==> src/rtl/opb_cfg_seq_pkg.sv <==
// Shared types and constants for the OPB configuration sequencer.
// The command word layout is shared by the FIFO and the top-level FSM.
package opb_cfg_seq_pkg;

  localparam int AWIDTH    = 32;
  localparam int DWIDTH    = 32;
  localparam int BEWIDTH   = 4;
  localparam int CMD_WIDTH = 1 + AWIDTH + DWIDTH + BEWIDTH;

  typedef enum logic [1:0] {
    ST_IDLE = 2'd0,
    ST_REQ  = 2'd1,
    ST_XFER = 2'd2,
    ST_RESP = 2'd3
  } seq_state_e;

  localparam logic [1:0] STATUS_OK      = 2'b00;
  localparam logic [1:0] STATUS_ERRACK  = 2'b01;
  localparam logic [1:0] STATUS_TIMEOUT = 2'b10;
  localparam logic [1:0] STATUS_RETRY   = 2'b11;

  typedef struct packed {
    logic               rnw;
    logic [AWIDTH-1:0]  addr;
    logic [DWIDTH-1:0]  data;
    logic [BEWIDTH-1:0] be;
  } cmd_t;

endpackage

==> src/rtl/opb_cfg_seq_fifo.sv <==
// Command FIFO: array storage with a registered head read, pointers carrying
// an extra wrap bit so full and empty can be told apart.
module opb_cfg_seq_fifo
  import opb_cfg_seq_pkg::*;
#(
  parameter int DEPTH = 4,
  parameter int WIDTH = CMD_WIDTH
) (
  input  logic             clk,
  input  logic             rst,
  input  logic             push,
  input  logic [WIDTH-1:0] push_data,
  input  logic             pop,
  output logic [WIDTH-1:0] head_data,
  output logic             not_full,
  output logic             not_empty
);

  localparam int PW = $clog2(DEPTH);

  logic [WIDTH-1:0] mem [DEPTH];
  logic [WIDTH-1:0] head_reg;
  logic [PW:0]      wr_ptr_reg, wr_ptr_next;
  logic [PW:0]      rd_ptr_reg, rd_ptr_next;
  logic             empty_reg;
  logic             not_full_reg;
  logic             do_push, do_pop;

  assign do_push = push & not_full_reg;
  assign do_pop  = pop & ~empty_reg;

  always_comb begin
    wr_ptr_next = wr_ptr_reg + {{PW{1'b0}}, do_push};
    rd_ptr_next = rd_ptr_reg + {{PW{1'b0}}, do_pop};
  end

  // Flags are registered from the next pointers so they are valid the cycle after a push/pop.
  always_ff @(posedge clk or posedge rst) begin
    if (rst) begin
      wr_ptr_reg   <= '0;
      rd_ptr_reg   <= '0;
      empty_reg    <= 1'b1;
      not_full_reg <= 1'b0;
    end else begin
      wr_ptr_reg   <= wr_ptr_next;
      rd_ptr_reg   <= rd_ptr_next;
      empty_reg    <= (wr_ptr_next == rd_ptr_next);
      not_full_reg <= !((wr_ptr_next[PW] != rd_ptr_next[PW]) &&
                        (wr_ptr_next[PW-1:0] == rd_ptr_next[PW-1:0]));
    end
  end

  // Storage has no reset so it maps onto RAM; the head lags rd_ptr by one cycle.
  always_ff @(posedge clk) begin
    if (do_push) begin
      mem[wr_ptr_reg[PW-1:0]] <= push_data;
    end
    head_reg <= mem[rd_ptr_reg[PW-1:0]];
  end

  assign head_data = head_reg;
  assign not_full  = not_full_reg;
  assign not_empty = ~empty_reg;

endmodule

==> src/rtl/opb_cfg_sequencer.sv <==
// OPB master that replays queued single-beat configuration reads/writes,
// handling arbitration, retries, errAck and a per-attempt local timeout.
module opb_cfg_sequencer
  import opb_cfg_seq_pkg::*;
#(
  parameter int C_FIFO_DEPTH = 4,
  parameter int C_TIMEOUT    = 16,
  parameter int C_MAX_RETRY  = 3
) (
  input  logic                OPB_Clk,
  input  logic                OPB_Rst,
  input  logic                cmd_valid,
  output logic                cmd_ready,
  input  logic                cmd_rnw,
  input  logic [AWIDTH-1:0]   cmd_addr,
  input  logic [DWIDTH-1:0]   cmd_data,
  input  logic [BEWIDTH-1:0]  cmd_be,
  output logic                rsp_valid,
  input  logic                rsp_ready,
  output logic [DWIDTH-1:0]   rsp_data,
  output logic [1:0]          rsp_status,
  output logic                busy,
  output logic                M_request,
  output logic                M_select,
  output logic                M_RNW,
  output logic                M_seqAddr,
  output logic [0:AWIDTH-1]   M_ABus,
  output logic [0:DWIDTH-1]   M_DBus,
  output logic [0:BEWIDTH-1]  M_BE,
  input  logic                OPB_MGrant,
  input  logic                OPB_xferAck,
  input  logic                OPB_errAck,
  input  logic                OPB_retry,
  input  logic                OPB_timeout,
  input  logic [0:DWIDTH-1]   OPB_DBus
);

  localparam int TW = (C_TIMEOUT < 2) ? 1 : $clog2(C_TIMEOUT);
  localparam int RW = (C_MAX_RETRY < 1) ? 1 : $clog2(C_MAX_RETRY + 1);
  localparam logic [TW-1:0] TO_LAST   = TW'(C_TIMEOUT - 1);
  localparam logic [RW-1:0] RETRY_MAX = RW'(C_MAX_RETRY);

  seq_state_e       state_reg, state_next;
  logic [RW-1:0]    retry_cnt_reg, retry_cnt_next;
  logic [TW-1:0]    to_cnt_reg, to_cnt_next;
  logic [DWIDTH-1:0] rsp_data_reg, rsp_data_next;
  logic [1:0]       rsp_status_reg, rsp_status_next;

  cmd_t             push_word;
  cmd_t             head;
  logic             fifo_pop;
  logic             fifo_not_full;
  logic             fifo_not_empty;
  logic             xfer_active;

  assign push_word.rnw  = cmd_rnw;
  assign push_word.addr = cmd_addr;
  assign push_word.data = cmd_data;
  assign push_word.be   = cmd_be;

  opb_cfg_seq_fifo #(
    .DEPTH (C_FIFO_DEPTH),
    .WIDTH (CMD_WIDTH)
  ) u_fifo (
    .clk       (OPB_Clk),
    .rst       (OPB_Rst),
    .push      (cmd_valid),
    .push_data (push_word),
    .pop       (fifo_pop),
    .head_data (head),
    .not_full  (fifo_not_full),
    .not_empty (fifo_not_empty)
  );

  always_comb begin
    state_next      = state_reg;
    retry_cnt_next  = retry_cnt_reg;
    to_cnt_next     = to_cnt_reg;
    rsp_data_next   = rsp_data_reg;
    rsp_status_next = rsp_status_reg;
    fifo_pop        = 1'b0;
    case (state_reg)
      ST_IDLE: begin
        if (fifo_not_empty) begin
          state_next     = ST_REQ;
          retry_cnt_next = '0;
        end
      end
      ST_REQ: begin
        if (OPB_MGrant) begin
          state_next  = ST_XFER;
          to_cnt_next = '0;
        end
      end
      ST_XFER: begin
        to_cnt_next = to_cnt_reg + TW'(1);
        // errAck outranks xferAck, which outranks retry, which outranks any timeout.
        if (OPB_errAck) begin
          state_next      = ST_RESP;
          fifo_pop        = 1'b1;
          rsp_status_next = STATUS_ERRACK;
          rsp_data_next   = '0;
        end else if (OPB_xferAck) begin
          state_next      = ST_RESP;
          fifo_pop        = 1'b1;
          rsp_status_next = STATUS_OK;
          rsp_data_next   = head.rnw ? OPB_DBus : '0;
        end else if (OPB_retry) begin
          if (retry_cnt_reg < RETRY_MAX) begin
            state_next     = ST_REQ;
            retry_cnt_next = retry_cnt_reg + RW'(1);
          end else begin
            state_next      = ST_RESP;
            fifo_pop        = 1'b1;
            rsp_status_next = STATUS_RETRY;
            rsp_data_next   = '0;
          end
        end else if (OPB_timeout || (to_cnt_reg == TO_LAST)) begin
          state_next      = ST_RESP;
          fifo_pop        = 1'b1;
          rsp_status_next = STATUS_TIMEOUT;
          rsp_data_next   = '0;
        end
      end
      ST_RESP: begin
        if (rsp_ready) begin
          state_next = ST_IDLE;
        end
      end
      default: state_next = ST_IDLE;
    endcase
  end

  always_ff @(posedge OPB_Clk or posedge OPB_Rst) begin
    if (OPB_Rst) begin
      state_reg      <= ST_IDLE;
      retry_cnt_reg  <= '0;
      to_cnt_reg     <= '0;
      rsp_data_reg   <= '0;
      rsp_status_reg <= STATUS_OK;
    end else begin
      state_reg      <= state_next;
      retry_cnt_reg  <= retry_cnt_next;
      to_cnt_reg     <= to_cnt_next;
      rsp_data_reg   <= rsp_data_next;
      rsp_status_reg <= rsp_status_next;
    end
  end

  // Bus qualifiers decode straight from state so a reset drops them without waiting for a clock.
  assign xfer_active = (state_reg == ST_XFER);
  assign M_request   = (state_reg == ST_REQ);
  assign M_select    = xfer_active;
  assign M_RNW       = xfer_active & head.rnw;
  assign M_seqAddr   = 1'b0;

  // OPB numbers bit 0 as the MSB; everything not in XFER must stay 0 for the wired-OR bus.
  for (genvar gi = 0; gi < AWIDTH; gi++) begin : g_abus
    assign M_ABus[gi] = xfer_active & head.addr[AWIDTH-1-gi];
  end

  for (genvar gi = 0; gi < DWIDTH; gi++) begin : g_dbus
    assign M_DBus[gi] = xfer_active & ~head.rnw & head.data[DWIDTH-1-gi];
  end

  for (genvar gi = 0; gi < BEWIDTH; gi++) begin : g_be
    assign M_BE[gi] = xfer_active & head.be[BEWIDTH-1-gi];
  end

  assign cmd_ready  = fifo_not_full;
  assign rsp_valid  = (state_reg == ST_RESP);
  assign rsp_data   = rsp_data_reg;
  assign rsp_status = rsp_status_reg;
  assign busy       = (state_reg != ST_IDLE) | fifo_not_empty;

endmodule

==> config.mk <==
export PLATFORM = sky130hd
export DESIGN_NAME = opb_cfg_sequencer
export DESIGN_NICKNAME = d
export VERILOG_FILES = /design/src/rtl/opb_cfg_seq_pkg.sv /design/src/rtl/opb_cfg_seq_fifo.sv /design/src/rtl/opb_cfg_sequencer.sv
export SDC_FILE = /design/constraint.sdc
export NUM_CORES = 1
export LEC_CHECK = 0
export ABC_AREA = 1
export ABC_CLOCK_PERIOD_IN_PS = 6900
export BUFFER_PORTS_ARGS = -buffer_cell sky130_fd_sc_hd__buf_2
export CORE_MARGIN = 5
export CORE_UTILIZATION = 56
export DETAILED_ROUTE_END_ITERATION = 7
export HOLD_SLACK_MARGIN = 0.1
export PLACE_DENSITY_LB_ADDON = 0.15
export SLEW_MARGIN = 20
export SYNTH_ARGS = -nofsm -noshare
export SYNTH_HDL_FRONTEND = slang
export SYNTH_SLANG_ARGS = --single-unit
==> constraint.sdc <==
create_clock -name OPB_Clk -period 6.9 [get_ports OPB_Clk]
set_input_delay 0.345 -clock OPB_Clk [delete_from_list [all_inputs] [get_ports OPB_Clk]]
set_output_delay 0.345 -clock OPB_Clk [all_outputs]
set_load 0.03 [all_outputs]
## After elaboration in Yosys (flattened, before gate mapping)

Memories as Yosys holds them, arrays and structs flattened. A register that Yosys moved wholly into a read port is not among the register bits.
Index checks and enable logic that the tools add are counted.

- Input bits: 110
- Output and inout bits: 109
- Register bits: 50
- Bits in writable memories: 276
- Memories kept: 1

Memories:

| memory | words | bits a word | rd ports | clocked after Yosys merged registers in | wr ports | RTL line | RTL |
|---|---|---|---|---|---|---|---|
| u_fifo.mem | 4 | 69 | 1 | 1 | 1 | opb_cfg_seq_fifo.sv:21 | `logic [WIDTH-1:0] mem [DEPTH];` |

- Reductions and logical operators: 12
- Magnitude comparators: 1
- Mux-type cells: 36
- Add/sub/neg operators: 4
- Equal/unequal tests: 16
- Bitwise operators: 75

Operators by type and width:

| operator | number |
|---|---|
| $mux W32 | 6 |
| $and A1 B1 Y1 | 72 |
| $mux W2 | 18 |
| $mux W1 | 8 |
| $ne A2 B2 Y1 const B | 4 |
| $pmux W2 S4 | 1 |
| $pmux W4 S2 | 1 |
| $add A3 B1 Y3 | 2 |
| $ne A2 B1 Y1 const B | 3 |
| $reduce_and A6 Y1 | 1 |
| $reduce_bool A2 Y1 | 3 |
| $ne A5 B4 Y1 const B | 1 |
| $add A4 B1 Y4 const B | 1 |
| $eq A2 B2 Y1 const B | 2 |
| $eq A4 B4 Y1 const B | 1 |
| $mux W4 | 1 |
| $ne A4 B4 Y1 const B | 1 |
| $pmux W2 S2 | 1 |
| $reduce_and A4 Y1 | 1 |
| $reduce_bool A4 Y1 | 1 |
| $eq A3 B3 Y1 | 1 |
| $reduce_and A3 Y1 | 1 |
| $add A2 B1 Y2 const B | 1 |
| $eq A2 B1 Y1 const B | 1 |
| 10 further kinds | 11 |

## Depth between registers and ports, before layout

- Depth after elaboration: 12
- Depth in mapped cells: 12
- Gate-level depth less buffers: 11

## By module

A second synthesis with hierarchy kept.

- Cell total of the unflattened synthesis: 1299
- Area total of the unflattened synthesis: 15233.4 µm²

By module, submodules not included:

| module | cells an instance | times used | area an instance (µm²) |
|---|---|---|---|
| opb_cfg_seq_fifo | 931 | 1 | 12703.4 |
| opb_cfg_sequencer | 368 | 1 | 2529.9 |

## Least setup slack after synthesis

No wires, ideal clock.

- Path kind: register -> register
- From: register u_fifo.not_full_reg, in the netlist u_fifo.not_full
- To: memory u_fifo.mem[0][0] in the netlist's numbering, enable pin
- Arrival: 5.366 ns
- Library setup time: 0.581 ns
- Slack: 0.953 ns
- Clock period less this slack: 5.947 ns
- Stages on the path, launching flop included: 3
- Data required time: 6.319 ns
- Cells stage by stage: dfrtp_1 > nand2_1 > nor3_1

- Cells in the longest elaborated chain, start to end: 3

RTL lines:

| item | RTL line | RTL |
|---|---|---|
| from (decl) | opb_cfg_seq_fifo.sv:26 | `logic not_full_reg;` |
| from (signal assigned) | opb_cfg_seq_fifo.sv:48 | `not_full_reg <= !((wr_ptr_next[PW] != rd_ptr_next[PW]) &&` |
| $and A1 B1 Y1 | opb_cfg_seq_fifo.sv:29 | `assign do_push = push & not_full_reg;` |
| $mux W1 | opb_cfg_seq_fifo.sv:55 | `if (do_push) begin` |
| $mux W1 (not written as such) | opb_cfg_seq_fifo.sv:56 | `mem[wr_ptr_reg[PW-1:0]] <= push_data;` |
| to (decl) | opb_cfg_seq_fifo.sv:21 |  |

Every way passes these cells.

## Final worst setup path

- From: register state_reg[0]
- To: output port M_DBus[31] in the netlist's numbering

- Cells in the longest elaborated chain, start to end: 3

RTL lines:

| item | RTL line | RTL |
|---|---|---|
| from (decl) | opb_cfg_sequencer.sv:43 | `seq_state_e state_reg, state_next;` |
| from (signal assigned) | opb_cfg_sequencer.sv:142 | `state_reg <= state_next;` |
| $eq A2 B2 Y1 | opb_cfg_sequencer.sv:151 | `assign xfer_active = (state_reg == ST_XFER);` |
| $and A1 B1 Y1 (2 in a row) | opb_cfg_sequencer.sv:163 | `assign M_DBus[gi] = xfer_active & ~head.rnw & head.data[DWIDTH-1-gi];` |
| to (decl) | opb_cfg_sequencer.sv:28 | `output logic [0:DWIDTH-1] M_DBus,` |

Every way passes these cells.

==> results.txt <==
Skew-Pair Late Insertion Delay: 0.51 ns
Least-Margin Pin Slew: 0.867 ns
Mean post-synth cell area: 12.6 sq um
Time the worst path needs with I/O delays and setup: 2.99 ns
Flip-flop cell with the highest count after synthesis: edfxtp_1
Via count of the first global-routing pass: 9357
Adder-Cell Fraction of Synth Area: 0.524%
Mux share of post-synthesis cell area: 0%
Count of endpoints failing setup in the final report: 0
Clock tree from TritonCTS: yes
Worst setup path start: state_reg[0]$_DFFE_PP0P_
IO Count: 219
Post-detailed-route DRC marker count: 0
Vertical extent of the die: 170 um
Result of the run: finished, final reports clean
Main combinational cell family by area after synthesis: compound AO/OA/AOI/OAI gates
Global-route wire length before repair: 47700 um
Antenna violations before repair: 1
Count of pins over their slew limit: 0
Number of max-capacitance violations reported: 0
CTS-repair resized insts: 0
Horizontal die dimension: 170 um
Worst-case headroom to the max-slew limit: 42.1%
Syn_nets: 1253
Cell count after synthesis: 1137
Routed wire length per instance: 16.5 um
Area fraction in compound gates after synthesis: 9.50%
Biggest fanout along the worst timing path: 46
Worst Setup Path Type: flip-flop to output pin
Count of cell types in the netlist: 31
Hold_sp: OPB_DBus[6]
Number of buffers between clock root and the deepest sink: 3
WHS Path Cells: 3
Aggregate negative setup slack: 0 ns
Detail-routed via count per cell: 5.12
Pwr Density: 430 nW/um^2
Via count: 9253
LEAKAGE: 7.27 nW
Hold path endpoint: rsp_data[25]$_DFFE_PP0P_
Effective utilization at floorplan: 56.9%
Critical Path End Type: output pin
CTS Hold Buffers Added: 98
Nets: 1562
Final global-route overflow total: 0
Count of yosys warnings during synthesis: 0
Peak Freq: 0.335 GHz
Cells on worst reg2reg path: 11
CTS clock-pin slew for the worst setup and hold paths: 0.06 ns
Final worst hold slack: 0.118 ns
Register-to-register setup slack: 4.04 ns
Post-route antenna net violation count: 0
Fraction of layout instances using a drive strength above 1: 20.3%
Setup Skew: 0.0106 ns
Share of the clock period used by the worst path after layout: 43.3%
CTS H-tree lvls: 2
Cell at the root of the clock tree: clkbuf_16
Type of the worst min-delay path: primary input to flip-flop
Setup repair after global routing missed its margin: no
Count of buffers from port buffering: 217
Total CTS buffers: 39
EDFF count, synth: 276
Violation count after the first detailed-route iteration: 729
Register area share after synthesis: 76.2%
Overall track demand over capacity in global routing: 20.6%
CP Launch Type: flip-flop
Number of sinks on the clock net: 395
Worst reg2reg endpoint: u_fifo.not_full$_DFF_PP0_
Max FFs per register: 276
Maximum resistive drop on vdd: 0.235 mV
R2r startpoint: state_reg[0]$_DFFE_PP0P_
Data arrival at the endpoint of the critical path: 2.64 ns
First-pass iteration count of the detailed router: 5
Most common cell after layout, fill and taps aside: edfxtp_1
XOR/XNOR share of the synthesized area: 0.245%
Final weighted congestion of routability-driven global placement: 0.750
Proportion of synthesized flip-flops having asynchronous set or reset: 12.7%
Post CTS Setup Buffer Count: 0
Final count of hold timing violations: 0
Die area: 28900 sq um
Area fraction in and, or, nand and nor cells after synthesis: 9.01%
Synthesized cell area: 14300 sq um
Flip-flop and latch count after synthesis: 395
Crit path required time: 6.55 ns
Detail Placement HPWL: 16600 um
Total core area: 25200 sq um
Count of standard-cell rows: 58
Total routed wirelength: 29900 um
Layout overhead on the synthesized area: 24.4%
Maximum number of pins on one net before global-route repair: 115
Layout filler cell count: 1774
Leading cell types in the layout, fill and taps excluded: edfxtp_1 (276), nor2_1 (217), buf_2 (217)
[layer usage]
metal  wire length [um]  vias to the layer above  share of wire, %  global-route usage (%)
li1                   -                     4553                 -                       -
met1              13000                     4413                43                    27.5
met2              14800                      250                49                    35.5
met3               1660                       37               5.5                    3.53
met4                468                        0               1.6                    5.17
met5                  0                        -                 0                       0
[cells by family (layout without fill, tap and decap cells)]
| logic type | Yosys count | count (layout) |
|---|---|---|
| DFF | 395 | 395 |
| and+or+nand+nor | 329 | 329 |
| AOI/OAI and AO/OA | 251 | 251 |
| buffers and inverters | 151 | 490 |
| adders and majority gates | 6 | 6 |
| xor gates and xnor gates | 4 | 4 |
| other | 1 | 2 |
[report_power, final]
| group | leakage (nW) | internal (mW) | switching, mW |
|---|---|---|---|
| clock network | 0.567 | 1.12 | 0.804 |
| logic | 2.94 | 0.656 | 1.66 |
| registers | 3.77 | 3.22 | 0.204 |
[worst max-delay path by stage]
stage                     depth (start not counted)                          to
after floorplan                                   2  u_fifo.mem[0][0]$_DFFE_PP_
final                                             7                  M_DBus[31]
after global placement                           11   u_fifo.not_full$_DFF_PP0_
after detailed placement                         11   u_fifo.not_full$_DFF_PP0_
after global routing                             11   u_fifo.not_full$_DFF_PP0_
after CTS                                         7                  M_DBus[31]
[worst max-delay path, stage by stage, from the launching register on]
cell	delay (ns)
dfrtp_1	0.44
inv_2	0.08
nand2_4	0.43
inv_4	0.11
nand2_1	0.38
buf_4	0.40
nor2_1	0.09
buf_2	0.19
[layout make-up]
| class | count | area, sq um | share of cell area [%] |
|---|---|---|---|
| inverter | 89 | 340 | 1.91 |
| clock inverter | 9 | 36.3 | 0.204 |
| multi-input combinational | 591 | 2790 | 15.6 |
| tap | 330 | 413 | 2.32 |
| timing repair buffer | 330 | 2190 | 12.3 |
| sequential | 395 | 10900 | 61.3 |
| clock buffer | 62 | 1130 | 6.37 |
| antenna | 1 | 2.50 | 0.0140 |
[through the flow]
stage	instances	total power [mW]	worst slack, ns	instance area [sq um]	util (%)
CTS	1805	7.75	3.88	17800	70.7
global route	1807	8.16	3.69	17800	70.8
floorplan	1137	5.13	0.953	14300	-
finish	1807	7.67	3.91	17800	70.8
global placement	1636	5.71	4.14	15700	62.2
detailed placement	1636	5.77	4.00	15700	62.2
[cell usage after synthesis, types with 3 or more instances]
cell,count,share of area [%]
dfxtp_1,69,9.6
clkbuf_2,3,0.10
nor2_1,217,5.7
ha_1,6,0.52
nand2_1,91,2.4
buf_6,4,0.31
edfxtp_1,276,58
nand3_1,9,0.31
o21ai_0,156,5.4
nor3_1,4,0.14
inv_1,86,2.3
clkbuf_1,30,0.79
o21ai_1,16,0.56
o22ai_1,69,3.0
a21oi_1,5,0.17
buf_2,23,0.80
o21ai_2,5,0.31
dfrtp_1,49,8.6
Power figures use the tool's default switching activity.
